`src/rtl/multiword_add_seq_pkg.sv`:
```
// Shared definitions for the sequential multi-precision adder.
//   WORD_W_DEF / NWORDS_DEF : default word width and word count
//   state_t                 : FSM state encoding (ST_IDLE, ST_RUN, ST_DRAIN)
//   cnt_width()             : width of a counter that must reach n inclusive
package multiword_add_seq_pkg;

  localparam int WORD_W_DEF = 16;
  localparam int NWORDS_DEF = 4;

  typedef enum logic [1:0] {
    ST_IDLE  = 2'd0,
    ST_RUN   = 2'd1,
    ST_DRAIN = 2'd2
  } state_t;

  // The word counter steps one past the last index before DRAIN clears it.
  function automatic int cnt_width(input int n);
    return (n < 1) ? 1 : $clog2(n + 1);
  endfunction

endpackage

```
`src/rtl/multiword_add_seq_add_word_core.sv`:
```
// add_word_core: combinational WORD_W-bit adder stage with carry in/out.
//   a, b      : operand words
//   ci        : carry into bit 0
//   s         : sum word (modulo 2^WORD_W)
//   co        : carry out of the MSB
//   c_msb_in  : carry into the MSB (only when OVERFLOW_FLAG_EN is defined)
// Optional feature macro: OVERFLOW_FLAG_EN
module add_word_core
  import multiword_add_seq_pkg::*;
#(
  parameter int WORD_W = WORD_W_DEF
) (
  input  logic [WORD_W-1:0] a,
  input  logic [WORD_W-1:0] b,
  input  logic              ci,
  output logic [WORD_W-1:0] s,
  output logic              co
`ifdef OVERFLOW_FLAG_EN
  ,
  output logic              c_msb_in
`endif
);

  logic [WORD_W:0] sum_ext;

  assign sum_ext = {1'b0, a} + {1'b0, b} + {{WORD_W{1'b0}}, ci};
  assign s       = sum_ext[WORD_W-1:0];
  assign co      = sum_ext[WORD_W];

`ifdef OVERFLOW_FLAG_EN
  // The MSB sum bit is a^b^carry_in, so the carry into it falls out by XOR.
  assign c_msb_in = a[WORD_W-1] ^ b[WORD_W-1] ^ s[WORD_W-1];
`endif

endmodule

```
`src/rtl/multiword_add_seq.sv`:
```
// multiword_add_seq: sequential multi-precision adder. Two NWORDS x WORD_W
// operands arrive LSW-first, one word pair per accepted beat; the carry is
// registered between beats and each sum word leaves through a one-deep
// output register.
//   clk, rst_n           : clock, asynchronous active-low reset
//   start, cin           : begin a new addition in IDLE, initial carry
//   in_valid/in_ready    : operand word handshake (a_word, b_word)
//   out_valid/out_ready  : sum word handshake (s_word, s_last)
//   cout                 : final carry, valid with out_valid && s_last
//   busy                 : FSM not in IDLE
//   ovf                  : signed overflow of the full operand (only when
//                          OVERFLOW_FLAG_EN is defined)
// Optional feature macro: OVERFLOW_FLAG_EN
module multiword_add_seq
  import multiword_add_seq_pkg::*;
#(
  parameter int WORD_W = WORD_W_DEF,
  parameter int NWORDS = NWORDS_DEF
) (
  input  logic              clk,
  input  logic              rst_n,
  input  logic              start,
  input  logic              cin,
  input  logic              in_valid,
  output logic              in_ready,
  input  logic [WORD_W-1:0] a_word,
  input  logic [WORD_W-1:0] b_word,
  output logic              out_valid,
  input  logic              out_ready,
  output logic [WORD_W-1:0] s_word,
  output logic              s_last,
  output logic              cout,
  output logic              busy
`ifdef OVERFLOW_FLAG_EN
  ,
  output logic              ovf
`endif
);

  localparam int CNT_W = cnt_width(NWORDS);
  localparam logic [CNT_W-1:0] LAST_CNT = CNT_W'(NWORDS - 1);

  state_t            state_q;
  logic              carry_q;
  logic [CNT_W-1:0]  word_cnt_q;

  logic [WORD_W-1:0] sum_p0;
  logic              co_p0;
  logic              accept_p0;
  logic              last_p0;

  logic [WORD_W-1:0] s_word_p1;
  logic              s_last_p1;
  logic              vld_p1;
  logic              cout_p1;

`ifdef OVERFLOW_FLAG_EN
  logic              c_msb_p0;
  logic              ovf_p1;
`endif

  // ---- stage p0: combinational word add on the accepted pair ----
  add_word_core #(
    .WORD_W (WORD_W)
  ) u_core (
    .a        (a_word),
    .b        (b_word),
    .ci       (carry_q),
    .s        (sum_p0),
    .co       (co_p0)
`ifdef OVERFLOW_FLAG_EN
    ,
    .c_msb_in (c_msb_p0)
`endif
  );

  // A new pair may enter whenever the output register is empty or is being
  // emptied this same cycle, so back-pressure costs no bubble.
  assign in_ready  = (state_q == ST_RUN) && (!vld_p1 || out_ready);
  assign accept_p0 = in_valid && in_ready;
  assign last_p0   = (word_cnt_q == LAST_CNT);

  // ---- stage p1: FSM, carry/counter and output registers ----
  always_ff @(posedge clk or negedge rst_n) begin
    if (!rst_n) begin
      state_q    <= ST_IDLE;
      carry_q    <= 1'b0;
      word_cnt_q <= '0;
      s_word_p1  <= '0;
      s_last_p1  <= 1'b0;
      vld_p1     <= 1'b0;
      cout_p1    <= 1'b0;
`ifdef OVERFLOW_FLAG_EN
      ovf_p1     <= 1'b0;
`endif
    end else begin
      // Output register: load on accept, otherwise drain on out_ready. Data
      // fields only change on accept, so they hold while stalled.
      if (accept_p0) begin
        s_word_p1 <= sum_p0;
        s_last_p1 <= last_p0;
        vld_p1    <= 1'b1;
      end else if (out_ready) begin
        vld_p1    <= 1'b0;
      end

      case (state_q)
        ST_IDLE: begin
          if (start) begin
            state_q    <= ST_RUN;
            carry_q    <= cin;
            word_cnt_q <= '0;
          end
        end
        ST_RUN: begin
          if (accept_p0) begin
            carry_q    <= co_p0;
            word_cnt_q <= word_cnt_q + CNT_W'(1);
            if (last_p0) begin
              cout_p1 <= co_p0;
`ifdef OVERFLOW_FLAG_EN
              ovf_p1  <= co_p0 ^ c_msb_p0;
`endif
              state_q <= ST_DRAIN;
            end
          end
        end
        ST_DRAIN: begin
          if (vld_p1 && out_ready) begin
            state_q    <= ST_IDLE;
            carry_q    <= 1'b0;
            word_cnt_q <= '0;
          end
        end
        default: begin
          state_q <= ST_IDLE;
        end
      endcase
    end
  end

  assign out_valid = vld_p1;
  assign s_word    = s_word_p1;
  assign s_last    = s_last_p1;
  assign cout      = cout_p1;
  assign busy      = (state_q != ST_IDLE);
`ifdef OVERFLOW_FLAG_EN
  assign ovf       = ovf_p1;
`endif

endmodule
```
`config.mk`:
```
export PLATFORM = sky130hd
export DESIGN_NAME = multiword_add_seq
export DESIGN_NICKNAME = d
export VERILOG_FILES = /design/src/rtl/multiword_add_seq_pkg.sv /design/src/rtl/multiword_add_seq_add_word_core.sv /design/src/rtl/multiword_add_seq.sv
export SDC_FILE = /design/constraint.sdc
export NUM_CORES = 1
export LEC_CHECK = 0
export ABC_CLOCK_PERIOD_IN_PS = 3200
export CORE_MARGIN = 2
export CORE_UTILIZATION = 47
export DETAILED_ROUTE_END_ITERATION = 10
export GPL_TIMING_DRIVEN = 0
export PLACE_DENSITY = 0.93
export SLEW_MARGIN = 20
export SYNTH_ARGS = -nofsm -noshare
export SYNTH_HDL_FRONTEND = slang
export SYNTH_SLANG_ARGS = --single-unit
```
`constraint.sdc`:
```
create_clock -name clk -period 3.2 [get_ports clk]
set_clock_uncertainty 0.15 [all_clocks]
set_input_delay 0.64 -clock clk [delete_from_list [all_inputs] [get_ports clk]]
set_output_delay 0.64 -clock clk [all_outputs]
set_load 0.1 [all_outputs]
```
# After elaboration in Yosys (flattened, before gate mapping)
# Index checks and enable logic that the tools add are counted.
# op_classes
add_sub_neg,3
eq_ne,7
n_mux,15
n_reduce_logical,12
# ops
op,count
16-bit by 16-bit adder with 17-bit output,1
17-bit by 1-bit adder with 17-bit output,1
3-bit two-way mux,3
3-bit case mux with 3 select lines,1
2-bit two-way mux,4
2-bit != test (second input constant),4
4-bit AND reduction,2
2-bit case mux with 3 select lines,1
1-bit two-way mux,5
2-bit nonzero test,2
3-bit by 1-bit adder with 3-bit output (second input constant),1
3-bit by 2-bit == test with 1-bit output (second input constant),1
1-bit logical AND,3
1-bit case mux with 3 select lines,1
3-bit AND reduction,1
3-bit nonzero test,1
2-bit by 1-bit == test with 1-bit output (second input constant),1
2-bit == test (second input constant),1
2-bit zero test,1
1-bit zero test,1
1-bit logical OR,1
# word_totals
regBits,25
input_bits,38
output_inout_bits,21
word_cells,44

# Longest topological paths before layout
# Gate-level depths: netlist of the first run.
# depth
word_depth,6
mapped_depth,9
mapped_depth_nobuf,9

# By module
# A second synthesis of the first run with hierarchy kept.
# unflattened
hier_cells,178
area_unflattened_um2,1893.1
# modules_own_cells
mod,instances,cells_per_inst,area_per_inst_um2
multiword_add_seq,1,89,1159.9
add_word_core,1,89,733.2

# Worst setup path after synthesis of the first run
# Ideal clock, no wire load.
# synth_timing
path_type,reg2reg
from,"reg vld_p1, in the netlist out_valid"
to,reg word_cnt_q[0]
setup_ps,65
arrival_ps,2562
required_ps,2985
setup_slack_ps,422
path_stages_with_launch,7
path_buffers,0
path_cell_list,dfrtp_1 nand2b_1 and2_1 nand2_2 or2_1 o21ai_0 a22o_1
# synth_between
elab_chain_len,6
word_cells_on_any_way,8
cone_classes,2 x eq/ne; 6 x reduce/logical
# synth_rtl
item,line,source
start: declaration,multiword_add_seq.sv:54,logic vld_p1;
start signal: assignment,multiword_add_seq.sv:91,vld_p1 <= 1'b0;
start signal: assignment,multiword_add_seq.sv:102,vld_p1 <= 1'b1;
start signal: assignment,multiword_add_seq.sv:104,vld_p1 <= 1'b0;
1-bit zero test,multiword_add_seq.sv:79,assign in_ready = (state_q == ST_RUN) && (!vld_p1 || out_ready);
1-bit logical OR,multiword_add_seq.sv:79,
1-bit logical AND,multiword_add_seq.sv:79,
named net in_ready,multiword_add_seq.sv:25,"output logic in_ready,"
1-bit logical AND,multiword_add_seq.sv:80,assign accept_p0 = in_valid && in_ready;
2-bit != test (no line),n/a,
4-bit AND reduction (no line),n/a,
end signal: assignment,multiword_add_seq.sv:118,word_cnt_q <= word_cnt_q + CNT_W'(1);
end: declaration,multiword_add_seq.sv:45,logic [CNT_W-1:0] word_cnt_q;
# The timed path passes the listed nets, and every way through them passes these cells.
# A chain may end at the register's enable or synchronous reset.

# Worst setup path after layout of the first run
# layout_timing
from,in out_ready
to,out in_ready
# layout_between
elab_chain_len,2
# layout_rtl
item,line,source
start: declaration,multiword_add_seq.sv:29,"input logic out_ready,"
1-bit logical OR,multiword_add_seq.sv:79,
1-bit logical AND,multiword_add_seq.sv:79,
end: declaration,multiword_add_seq.sv:25,
# No other way between the ends.

==> run_results.csv, run 1 <==
group,metric,value,unit
logic_synthesis,post-synth-top-area-fraction,33.7,%
drt,routed_wirelength,4.05,mm
drt,routed_wire_length_per_instance,13.0,um
floorplanning,start_util,49.6,%
grt,pin_count_of_the_biggest_net_entering_global_routing,26,
final_layout,finalNetCount,326,
clock_tree,clk_pin_slew,0.09,ns
timing,final_hold_viol_count,0,
drt,post_drt_via_cell_ratio,5.37,
drt,drcViolationCount,0,
drt,firstDrtPassIters,4,
placed_design,detailedPlacementHpwl,3.36,mm
logic_synthesis,synthesized_cell_area,1860,um^2
setup_path,critical-path-slowest-cell,"sky130_fd_sc_hd__dlygate4sd2_1",
grt,globalRouteOverflowTotal,0,
placed_design,postPlaceCellArea,2500,um^2
power,finalPower,2260,uW
clock_tree,clock_latency,0.26,ns
floorplanning,die-width,66.9,um
setup_path,slowest_delay,0.86,ns
logic_synthesis,largest_cells_by_area_after_synthesis,"sky130_fd_sc_hd__dfrtp_1, sky130_fd_sc_hd__ha_1, sky130_fd_sc_hd__nand2_1",
logic_synthesis,number_of_enable_type_register_cells_in_the_synthesized_netlist,0,
logic_synthesis,synth.distinct_cells,50,
timing,worst_slew_margin_rel,32.3,%
logic_synthesis,postSynthNetCount,263,
power,p_leak,0.00116,uW
final_layout,final_area,2540,um^2
setup_path,rr_worst_depth,9,
setup_path,cp_max_fo,3,
floorplanning,dieArea,4470,um^2
setup_path,critical_path_buf_inv_count,2,
logic_synthesis,number_of_instances_in_the_synthesized_netlist,201,
logic_synthesis,asyncSetResetFlopFracSynth,100,%
final_layout,most-common-layout-cells,"sky130_fd_sc_hd__clkdlybuf4s50_1, sky130_fd_sc_hd__nand2_1, sky130_fd_sc_hd__dfrtp_1, sky130_fd_sc_hd__ha_1, sky130_fd_sc_hd__o21ai_0",
clock_tree,cts.htree.levels,1,
setup_path,cp_data_arrival_time,2.27,ns
final_layout,leading_cell_type_in_the_layout_fill_and_taps_excluded,"sky130_fd_sc_hd__clkdlybuf4s50_1",
clock_tree,cts_num_sinks,25,
floorplanning,placementRows,22,
drt,vias,1670,
clock_tree,number_of_buffers_created_by_cts,3,
grt,first_pass_grt_wire_length,7.13,mm
logic_synthesis,ys.warnings.count,0,
final_layout,num_antenna_cells,0,
grt,first_global_vias,1663,
setup_path,worstSetupStartpointType,"input port",
timing,final.period_utilization,95.7,%
drt,dr.first_iter.drc_count,61,
setup_path,end_of_the_worst_register_to_register_path,"cout$_DFFE_PN0P_",
setup_path,worstPathCellList,"clkdlybuf4s50_1, nand2b_1, and2_1, dlygate4sd2_1",
flow_run,max-cap-violations,0,
placed_design,placement.io_buffers,58,
logic_synthesis,synth_seq_cells,25,
setup_path,crit_family,"buffers and inverters",
timing,slew_violations,0,
setup_path,worst-setup-path-type,"input port to primary output",
setup_path,rr_startpoint,"carry_q$_DFFE_PN0P_",
setup_path,end_kind,"primary output",
grt,grt_use_total,20.6,%
final_layout,drive_gt1_share,8.75,%
setup_path,worstPathRequired,2.41,ns
timing,rsz0062_at_grt,"false",
setup_path,regToRegSetupSlack,0.72,ns
final_layout,area.growth.synth_to_final,36.6,%
drt,postRouteAntennaNets,0,
outcome,run_status,"complete, no violations",
logic_synthesis,syn-mean-instance-area,9.24,um^2
logic_synthesis,dominantRegCellSynth,"sky130_fd_sc_hd__dfrtp_1",
clock_tree,cts-root-to-sink-buffers,2,
floorplanning,num_io_pins,59,
floorplanning,die_h,66.9,um
clock_tree,tritoncts,"done",
placed_design,place.gp.congestion,0.937,
logic_synthesis,synth_area_leader_cell,"sky130_fd_sc_hd__dfrtp_1",
timing,total_of_endpoints_with_negative_setup_slack_in_the_final_report,0,
logic_synthesis,synth.yosys.seq_area_share,33.7,%
power,ir_drop,0.000366,V
timing,achievable-frequency,327,MHz
clock_tree,cts-root-buf,"sky130_fd_sc_hd__clkbuf_8",
floorplanning,core-area,3740,um^2
power,power.density_cell_area,891,nW/um^2
grt,number_of_antenna_violations_at_the_first_check_in_global_routing,0,
timing,final.min_clock_period,3.06,ns
timing,tightestPinTransition,1.01,ns
worst_hold_path,holdCritPathClass,"input port to async pin",
-- area by class of cell --
type	count	area [um^2]
Fill cell	309	1200
Multi-Input combinational cell	162	1160
Sequential cell	25	626
Timing Repair Buffer	58	574
Tap cell	48	60.1
Buffer	6	42.5
Clock buffer	3	41.3
Inverter	8	30.0
Clock inverter	1	5.00
-- per-layer routing --
| layer | GRT usage (%) | routed length (um) | vias up |
|---|---|---|---|
| met4 | 5.10 | 13 | 0 |
| li1 | - | - | 838 |
| met1 | 24.3 | 1710 | 770 |
| met2 | 38.9 | 2090 | 60 |
| met5 | 0 | 0 | - |
| met3 | 2.70 | 234 | 2 |
-- Yosys cell counts, drive strengths merged, types with 3 or more instances --
library cell / number
nand2: 36
dfrtp: 25
ha: 22
o21ai: 20
a21oi: 13
xor2: 9
inv: 8
nor2: 7
a21o: 6
a22o: 4
a31oi: 4
clkbuf: 4
xnor2: 4
and2: 3
nand2b: 3
o211ai: 3
o21a: 3
-- registers in the layout (all words and copies together) (netlist names) --
signal / cells
carry_q: 1
cout: 1
out_valid: 1
s_last: 1
s_word: 16
state_q: 2
word_cnt_q: 3
-- how the worst max path moves through the flow --
stage | start | endpoint | slack, ns | cells after the start
global route | out_ready | in_ready | 0.09 | 4
global placement | out_ready | in_ready | -0.13 | 4
CTS | out_ready | in_ready | 0.13 | 4
finish | out_ready | in_ready | 0.14 | 4
detailed placement | out_ready | in_ready | -0.15 | 4
floorplan | out_valid$_DFFE_PN0P_ | word_cnt_q[0]$_DFFE_PN0P_ | 0.42 | 6
-- through the flow --
stage / worst slack (ns) / hold slack, ns / cells / setup TNS [ns] / utilization (%)
2_1_floorplan: 0.422 / 0.194 / 201 / 0 / -
3_3_place_gp: -0.131 / 0.306 / 307 / -0.173 / 66.7
3_5_place_dp: -0.147 / 0.321 / 307 / -0.237 / 66.7
4_1_cts: 0.133 / 0.340 / 311 / 0 / 67.9
5_1_grt: 0.0919 / 0.225 / 311 / 0 / 67.8
6_report: 0.137 / 0.198 / 311 / 0 / 67.8
-- cells by family after synthesis --
group / share of synthesized area, %
AND/OR/NAND/NOR: 13.3
buffers and inverters: 3.91
adder cells (fa/ha/maj): 17.0
AO/OA/AOI/OAI: 26.1
flip-flops: 33.7
XOR/XNOR: 6.13
-- report_power, final --
| group | switching [uW] | internal (uW) |
|---|---|---|
| Sequential | 73.5 | 435 |
| Combinational | 1170 | 404 |
| Clock | 94.0 | 86.9 |
| Total | 1340 | 926 |
-- worst register-to-register path, delay by kind of cell, from the launching register on --
family          cells  cell delay, ns
compound gates      4            0.79
fa+ha+maj           2            0.61
buf+inv             1            0.06
flops               1            0.37
simple gates        2            0.40
-- timing repair --
item                       in CTS  in global routing
buffers inserted                0                  0
setup endpoints to repair       1                  0
gates resized for setup         1                  0
hold endpoints to repair        0                  0
hold buffers                    0                  0
Note: power is estimated with default switching activity, not from simulation.
==> run 2: changes to the inputs <==
--- a/config.mk
+++ b/config.mk
@@ -6,7 +6,6 @@
 export NUM_CORES = 1
 export LEC_CHECK = 0
 export ABC_CLOCK_PERIOD_IN_PS = 3200
-export CORE_MARGIN = 2
 export CORE_UTILIZATION = 47
 export DETAILED_ROUTE_END_ITERATION = 10
 export GPL_TIMING_DRIVEN = 0
==> run 2 against run 1 <==
Net effect: die area decreased by 5.9%; critical path depth did not move; final area is essentially flat; sequential share of layout area hardly changed.
==> run_results.csv, run 2 (synthesized netlist as in run 1, its figures left out) <==
group,metric,value,unit
clock_tree,tritoncts,"done",
setup_path,critical-path-slowest-cell,"sky130_fd_sc_hd__dlygate4sd2_1",
final_layout,largest_reg_flops,16,
floorplanning,placementRows,22,
clock_tree,number_of_buffers_created_by_cts,3,
clock_tree,clock_latency,0.27,ns
clock_tree,cts-root-to-sink-buffers,2,
clock_tree,cts-root-buf,"sky130_fd_sc_hd__clkbuf_8",
grt,pin_count_of_the_biggest_net_entering_global_routing,26,
floorplanning,die_h,64.9,um
floorplanning,core-area,3720,um^2
timing,achievable-frequency,324,MHz
outcome,run_status,"complete, no violations",
drt,drcViolationCount,0,
drt,post_drt_via_cell_ratio,5.39,
power,internal_dissipation,929,uW
setup_path,worstPathCellList,"clkdlybuf4s50_1, nand2b_1, and2_1, dlygate4sd2_1",
final_layout,finalNetCount,326,
setup_path,worst-setup-path-type,"input port to primary output",
floorplanning,start_util,50.0,%
power,power.density_cell_area,895,nW/um^2
setup_path,rr_startpoint,"carry_q$_DFFE_PN0P_",
placed_design,place.gp.congestion,0.901,
final_layout,count_of_filler_cells_inserted_in_the_layout,294,
grt,globalRouteOverflowTotal,0,
floorplanning,die-width,64.9,um
final_layout,drive_gt1_share,8.37,%
drt,firstDrtPassIters,4,
worst_hold_path,holdCritPathClass,"input port to async pin",
placed_design,detailedPlacementHpwl,3.45,mm
grt,grt_use_total,22.8,%
grt,first_global_vias,1760,
setup_path,critical_path_buf_inv_count,2,
floorplanning,dieArea,4210,um^2
power,ir_drop,0.000303,V
timing,total_of_endpoints_with_negative_setup_slack_in_the_final_report,0,
timing,slew_violations,0,
timing,setup_total_negative_slack,0,ns
setup_path,crit_family,"buffers and inverters",
setup_path,worst_setup_path_startpoint,"out_ready",
clock_tree,cts.htree.levels,1,
power,p_seq_share,22.4,%
power,power_switching_share,59.1,%
power,power.share.clock,8.3,%
final_layout,layoutNonFillerInstCount,311,
floorplanning,num_io_pins,59,
setup_path,worstSetupStartpointType,"input port",
setup_path,end_kind,"primary output",
grt,first_pass_grt_wire_length,7.49,mm
timing,rsz0062_at_grt,"false",
timing,final_hold_viol_count,0,
drt,vias,1677,
power,combinationalPowerShare,69.4,%
flow_run,max-cap-violations,0,
setup_path,worstPathRequired,2.41,ns
drt,postRouteAntennaNets,0,
clock_tree,post-cts-setup-buffers,0,
placed_design,placement.io_buffers,58,
placed_design,placedCellCount,307,
final_layout,final_cell_utilization_of_the_core,68.3,%
final_layout,num_antenna_cells,0,
setup_path,cp_data_arrival_time,2.29,ns
drt,routed_wirelength,4.18,mm
setup_path,cp_max_fo,3,
setup_path,slowest_delay,0.86,ns
clock_tree,clk_pin_slew,0.08,ns
drt,routed_wire_length_per_instance,13.4,um
timing,final.min_clock_period,3.08,ns
drt,dr.first_iter.drc_count,65,
clock_tree,cts_num_sinks,25,
timing,worst_slew_margin_rel,33.8,%
power,p_leak,0.00115,uW
timing,final.period_utilization,96.4,%
final_layout,leading_cell_type_in_the_layout_fill_and_taps_excluded,"sky130_fd_sc_hd__clkdlybuf4s50_1",
power,power_switching,1340,uW
grt,number_of_antenna_violations_at_the_first_check_in_global_routing,0,
timing,tightestPinTransition,0.990,ns
final_layout,area.growth.synth_to_final,36.6,%
final_layout,most-common-layout-cells,"sky130_fd_sc_hd__clkdlybuf4s50_1, sky130_fd_sc_hd__nand2_1, sky130_fd_sc_hd__dfrtp_1, sky130_fd_sc_hd__ha_1, sky130_fd_sc_hd__o21ai_0",
[run 2: timing repair]
| item | 4_1_cts | 5_1_grt |
|---|---|---|
| setup endpoints to repair | 1 | 0 |
| gates resized for setup | 1 | 0 |
| hold buffers | 0 | 0 |
[run 2: power by group through the flow]
stage                     sequential (uW)  clock, uW  combinational (uW)
after floorplan                      1240          0                 466
after global routing                  521        203                1670
after CTS                             508        189                1580
after global placement                509          0                1550
final                                 508        187                1580
after detailed placement              515          0                1580
[run 2: layer usage]
layer	track usage [%]	wire, um	up-vias
met5	0	0	-
met4	5.28	44	0
li1	-	-	838
met2	44.3	2230	45
met1	25.7	1750	789
met3	3.17	161	5
[run 2: worst paths after layout]
check                                   endpoint  slack, ns  cells after the start
max                                     in_ready       0.12                      4
min in group clk           s_word[0]$_DFFE_PN0P_       0.33                      2
min                          carry_q$_DFFE_PN0P_       0.19                      1
max reg2reg                     cout$_DFFE_PN0P_       0.71                      9
max in group asynchronous     s_last$_DFFE_PN0P_       2.35                      1
min reg2reg                s_word[0]$_DFFE_PN0P_       0.33                      2
[run 2: through the flow]
| step | worst slack (ns) | area, um^2 | hold slack (ns) | total power, uW |
|---|---|---|---|---|
| CTS | 0.106 | 2540 | 0.339 | 2280 |
| floorplan | 0.422 | 1860 | 0.194 | 1700 |
| global placement | -0.131 | 2500 | 0.307 | 2060 |
| finish | 0.116 | 2540 | 0.192 | 2270 |
| detailed placement | -0.165 | 2500 | 0.319 | 2100 |
| global route | 0.0230 | 2540 | 0.223 | 2390 |
[run 2: final cells by class]
type	count	area, um^2	area share, %
multi-input combinational	162	1160	45.7
sequential	25	626	24.7
timing repair buffer	58	574	22.6
tap	48	60.1	2.37
clock buffer	4	45.0	1.78
buffer	6	42.5	1.68
inverter	8	30.0	1.18
==> run 3: changes to the inputs <==
--- a/config.mk
+++ b/config.mk
@@ -5,7 +5,6 @@
 export SDC_FILE = /design/constraint.sdc
 export NUM_CORES = 1
 export LEC_CHECK = 0
-export ABC_CLOCK_PERIOD_IN_PS = 3200
 export CORE_UTILIZATION = 47
 export DETAILED_ROUTE_END_ITERATION = 10
 export GPL_TIMING_DRIVEN = 0
@@ -14,3 +13,4 @@
 export SYNTH_ARGS = -nofsm -noshare
 export SYNTH_HDL_FRONTEND = slang
 export SYNTH_SLANG_ARGS = --single-unit
+export TNS_END_PERCENT = 100
==> results of run 3 <==
Final layout, timing and power as in run 2 (identical DEF).
==> edit 1: new RTL, settings of run 1 <==
Reset style: synchronous (`rst_n`), changed in one clocked block. Comments in the files are not updated.
--- a/src/rtl/multiword_add_seq.sv
+++ b/src/rtl/multiword_add_seq.sv
@@ -81,7 +81,7 @@
   assign last_p0   = (word_cnt_q == LAST_CNT);
 
   // ---- stage p1: FSM, carry/counter and output registers ----
-  always_ff @(posedge clk or negedge rst_n) begin
+  always_ff @(posedge clk) begin
     if (!rst_n) begin
       state_q    <= ST_IDLE;
       carry_q    <= 1'b0;
Formal check against the unedited RTL: differs if rst_n is asserted again (counterexample within 4 cycles, from zero or initial values and one cycle with rst_n low); with rst_n held inactive, the same outputs for 10 cycles.
==> edit 1 against run 1 <==
- area after synthesis is 3.8% lower
- worst setup slack worse by 0.013 ns
- final area is 2.6% lower
- maximum frequency is 0.42% lower
- global-route usage is 1.5 points higher
- sequential cell count stayed put
- wire length is 12% higher
- critical path type unchanged
- critical endpoint unchanged
- highest routed layer unchanged
Power is not compared: it rests on default switching activity, and its combinational part moved more than twofold at a synthesized area within 25%.
==> edit 1: results (changes against run 1) <==
----------------------------------------------------
[Status]
  Outcome ... completed

[Setup path]
  Worst r2r dst ... carry_q
  Startpoint of the most critical register-to-register path ... carry_q
  Arr. time, crit path ... 2.29 ns (+0.02 ns)

[Place]
  Placed cells ... 324 (+5.5%)
  RePlAce Congestion ... 0.884 (-5.7%)
  Area of placed instances ... 2430 um^2 (-2.9%)

[Layout]
  Post-layout nets ... 343 (+5.2%)
  Fraction of final layout cells with drive strength greater than 1 ... 6.43% (-2.3 points)
  Number of fillers in the final layout ... 287 (-7.1%)

[STA]
  Worst hold slack after final layout ... 0.308 ns (+0.110 ns)
  Worst setup slack after layout ... 0.124 ns (-0.0130 ns)
  Headroom to the max-slew limit ... 33.2% (+0.89 points)

[GRT]
  Maximum number of pins on one net before global-route repair ... 15 (-42%)
  Number of global-route vias before repair ... 1701 (+2.3%)
  Aggregate global-route resource usage ... 22.1% (+1.5 points)

[Synth]
  Synthesized area per cell ... 8.20 um^2 (-11%)
  Share of flip-flops with an asynchronous set or reset ... 0% (-100 points)
  Share of synthesized area occupied by flip-flops and latches ... 28.0% (-5.7 points)
  Netlist cell types ... 43 (-14%)
  Net count of the mapped netlist ... 280 (+6.5%)
  Most used standard cells in the synthesized netlist ... sky130_fd_sc_hd__a21oi_1, sky130_fd_sc_hd__nand2_1, sky130_fd_sc_hd__dfxtp_1
  Largest cells by area after synthesis ... sky130_fd_sc_hd__dfxtp_1, sky130_fd_sc_hd__ha_1, sky130_fd_sc_hd__a21oi_1
  Most instantiated flip-flop cell in the synthesis netlist ... sky130_fd_sc_hd__dfxtp_1

[Drt]
  Vias ... 1806 (+8.1%)
  Post-DR wirelength/cell ... 13.8 um (+5.9%)

[Worst hold path]
  Min-Delay Path Class ... reg2reg

[Die]
  Die Width ... 65.7 um (-1.8%)

----------------------------------------------------
[edit 1: cell count changes after synthesis, sizes merged, moves of 4 or more]
cell	before	now
xnor2	4	9
o21ai	20	14
dfxtp	0	25
nand3	1	8
xor2	9	3
dfrtp	25	0
a22o	4	0
mux2i	0	5
a21oi	13	27
nor2	7	16
nand2	36	27
inv	8	12
[edit 1: power groups by stage]
stage                     Sequential [mW]  Combinational (mW)  Clock [mW]
after detailed placement            0.359               0.520           0
final                               0.352               0.522       0.192
after global placement              0.358               0.505           0
after global routing                0.354               0.560       0.202
after floorplan                     0.483               0.252           0
after CTS                           0.351               0.522       0.193
[edit 1: metal layers]
layer / share of wire, % / wire, um / track usage [%]
met2: 53 / 2380 / 39.3
met4: 1.9 / 84 / 8.07
met1: 41 / 1860 / 27.3
met3: 4.4 / 199 / 2.40
met5: 0 / 0 / 0
[edit 1: worst max-delay path: stages]
cell and delay [ns]:
sky130_fd_sc_hd__clkdlybuf4s50_1 0.47, sky130_fd_sc_hd__nand2b_1 0.16, sky130_fd_sc_hd__and2_4 0.17, sky130_fd_sc_hd__dlygate4sd2_1 0.85
[edit 1: final cells by class]
cell class	instances	area [um^2]	share of cell area, %
Clock inverter	1	5.00	0.202
Multi-Input combinational cell	174	1210	48.9
Timing Repair Buffer	58	579	23.4
Buffer	6	27.5	1.11
Tap cell	48	60.1	2.43
Sequential cell	25	500	20.2
Clock buffer	3	41.3	1.67
Inverter	13	48.8	1.97
[edit 1: logic make-up after synthesis]
kind of cell | after synthesis | share of synthesized area (%)
buffers and inverters | 19 | 4.27
flip-flops | 25 | 28.0
AND/OR/NAND/NOR | 67 | 16.9
adder cells (fa/ha/maj) | 24 | 17.6
XOR/XNOR | 12 | 5.88
AO/OA/AOI/OAI | 66 | 24.5
multiplexers | 5 | 2.80
==> edit 2: new RTL, settings of run 1 <==
Without the edit above. Change the package constant `NWORDS_DEF` from 4 to 8.
--- a/src/rtl/multiword_add_seq_pkg.sv
+++ b/src/rtl/multiword_add_seq_pkg.sv
@@ -5,7 +5,7 @@
 package multiword_add_seq_pkg;
 
   localparam int WORD_W_DEF = 16;
-  localparam int NWORDS_DEF = 4;
+  localparam int NWORDS_DEF = 8;
 
   typedef enum logic [1:0] {
     ST_IDLE  = 2'd0,
Check against the original RTL: not equivalent (a bounded check fails within 10 cycles, from zero or initial values and one cycle with rst_n low).
==> edit 2 against run 1 <==
- worst setup slack worse by 0.013 ns
- area after synthesis is 0.74% higher
- final area rose by 0.89%
- sequential cell count up 1
- critical endpoint unchanged
- combinational power increased by 3%
- via count grew 5.7%
- total power is 5.1% higher
- wire length is 9.7% higher
- critical path depth stayed put
==> edit 2: results (changes against run 1) <==
----------------------------------------------------
[Clocking]
  Clock buffer depth ... 2 (unchanged)
  Clock-pin slew on the worst setup and hold paths ... 0.09 ns (about the same)
  Root cell of the clock tree ... sky130_fd_sc_hd__clkbuf_8

[Drt]
  Initial DRT Pass Iterations ... 4 (unchanged)
  Post-DR wirelength/cell ... 14.1 um (+8.3%)
  Vias per cell ... 5.60 (+4.3%)
  Number of design-rule violations left by the first detailed-router iteration ... 164 (+170%)

[GRT]
  Maximum number of pins on one net before global-route repair ... 27 (+3.8%)
  Number of global-route vias before repair ... 1792 (+7.8%)
  Global-route wire length before repair ... 7.56 mm (+6.0%)
  Aggregate global-route resource usage ... 21.6% (+0.99 points)
  Number of antenna violations at the first check in global routing ... 0 (unchanged)

[Power and ir drop]
  Leak ... 1.21 nW (+4.4%)
  Power in the clock group ... 214 uW (+18%)
  Fraction of power consumed by sequential logic ... 22.7% (+0.2 points)
  Internal portion of total power ... 982 uW (+6.0%)
  Total power divided by cell area ... 928 nW/um^2 (+4.2%)
  Max VDD drop ... 0.322 mV (-12%)

[Layout]
  Fraction of final layout cells with drive strength greater than 1 ... 5.62% (-3.1 points)
  Number of fillers in the final layout ... 319 (+3.2%)
  Post-layout nets ... 329 (+0.92%)
  Final design utilization ... 68.4% (+0.60 points)
  Final std cells w/o fill ... 315 (+1.3%)
  Number of flip-flops in the largest register ... 16 (unchanged)

[STA]
  Share of the clock period used by the worst path ... 96.1% (+0.42 points)
  Headroom to the max-slew limit ... 33.3% (+1.0 points)
  Worst hold slack after final layout ... 0.204 ns (+0.00649 ns)

[Place]
  Placed cells ... 311 (+1.3%)
  Area of placed instances ... 2510 um^2 (+0.35%)
  DP HPWL ... 3.51 mm (+4.3%)
  RePlAce Congestion ... 0.762 (-19%)
  Post-Place Worst Slack ... -0.163 ns (-0.0165 ns)

[Setup path]
  Delay of the slowest cell on the worst path ... 0.84 ns (-0.02 ns)
  Arr. time, crit path ... 2.29 ns (+0.02 ns)
  Crit path max fanout ... 4 (+1)
  Setup slack on the worst flop-to-flop path ... 0.67 ns (-0.05 ns)
  Startpoint of the most critical register-to-register path ... carry_q

[Synth]
  Largest cells by area after synthesis ... sky130_fd_sc_hd__dfrtp_1, sky130_fd_sc_hd__ha_1, sky130_fd_sc_hd__nand2_1
  Net count of the mapped netlist ... 266 (+1.1%)
  Share of synthesized area occupied by flip-flops and latches ... 34.8% (+1.1 points)
  Instance count of the mapped netlist ... 205 (+2.0%)
  Synth Area in Compound Gates ... 22.8% (-3.3 points)
  Synth Area in XOR/XNOR ... 5.15% (-0.98 points)
  Share of flip-flops with an asynchronous set or reset ... 100% (unchanged)
  Multiplexer fraction of the synthesized cell area ... 1.20% (+1.2 points)
  Share of synthesized cell area in full adder, half adder and majority cells ... 16.2% (-0.79 points)
  Most used standard cells in the synthesized netlist ... sky130_fd_sc_hd__nand2_1, sky130_fd_sc_hd__dfrtp_1, sky130_fd_sc_hd__ha_1
  Netlist cell types ... 46 (-8.0%)

[Status]
  Outcome ... completed

----------------------------------------------------
==> edit 2: repair_timing <==
action	4_1_cts	5_1_grt
resized for setup	1	0
buffers inserted	0	0
endpoints found under the setup margin	1	0
==> edit 2: kinds of logic after synthesis <==
| group | count (synthesis) |
|---|---|
| flip-flops | 26 |
| AO/OA/AOI/OAI | 62 |
| AND/OR/NAND/NOR | 68 |
| multiplexers | 2 |
| XOR/XNOR | 11 |
| buffers and inverters | 13 |
| adder cells (fa/ha/maj) | 23 |
==> edit 2: area by class of cell <==
class                           count  area share [%]
Buffer                              6           0.977
Inverter                            7            1.03
Tap cell                           48            2.34
Sequential cell                    26            25.4
Multi-Input combinational cell    166            45.7
Timing Repair Buffer               58            22.4
Clock buffer                        4            2.15
==> edit 2: layer usage <==
metal	part of all wire [%]	global-route usage (%)
met2	51	39.9
met4	1.1	6.38
met1	43	25.5
met3	5.3	3.21
met5	0	0
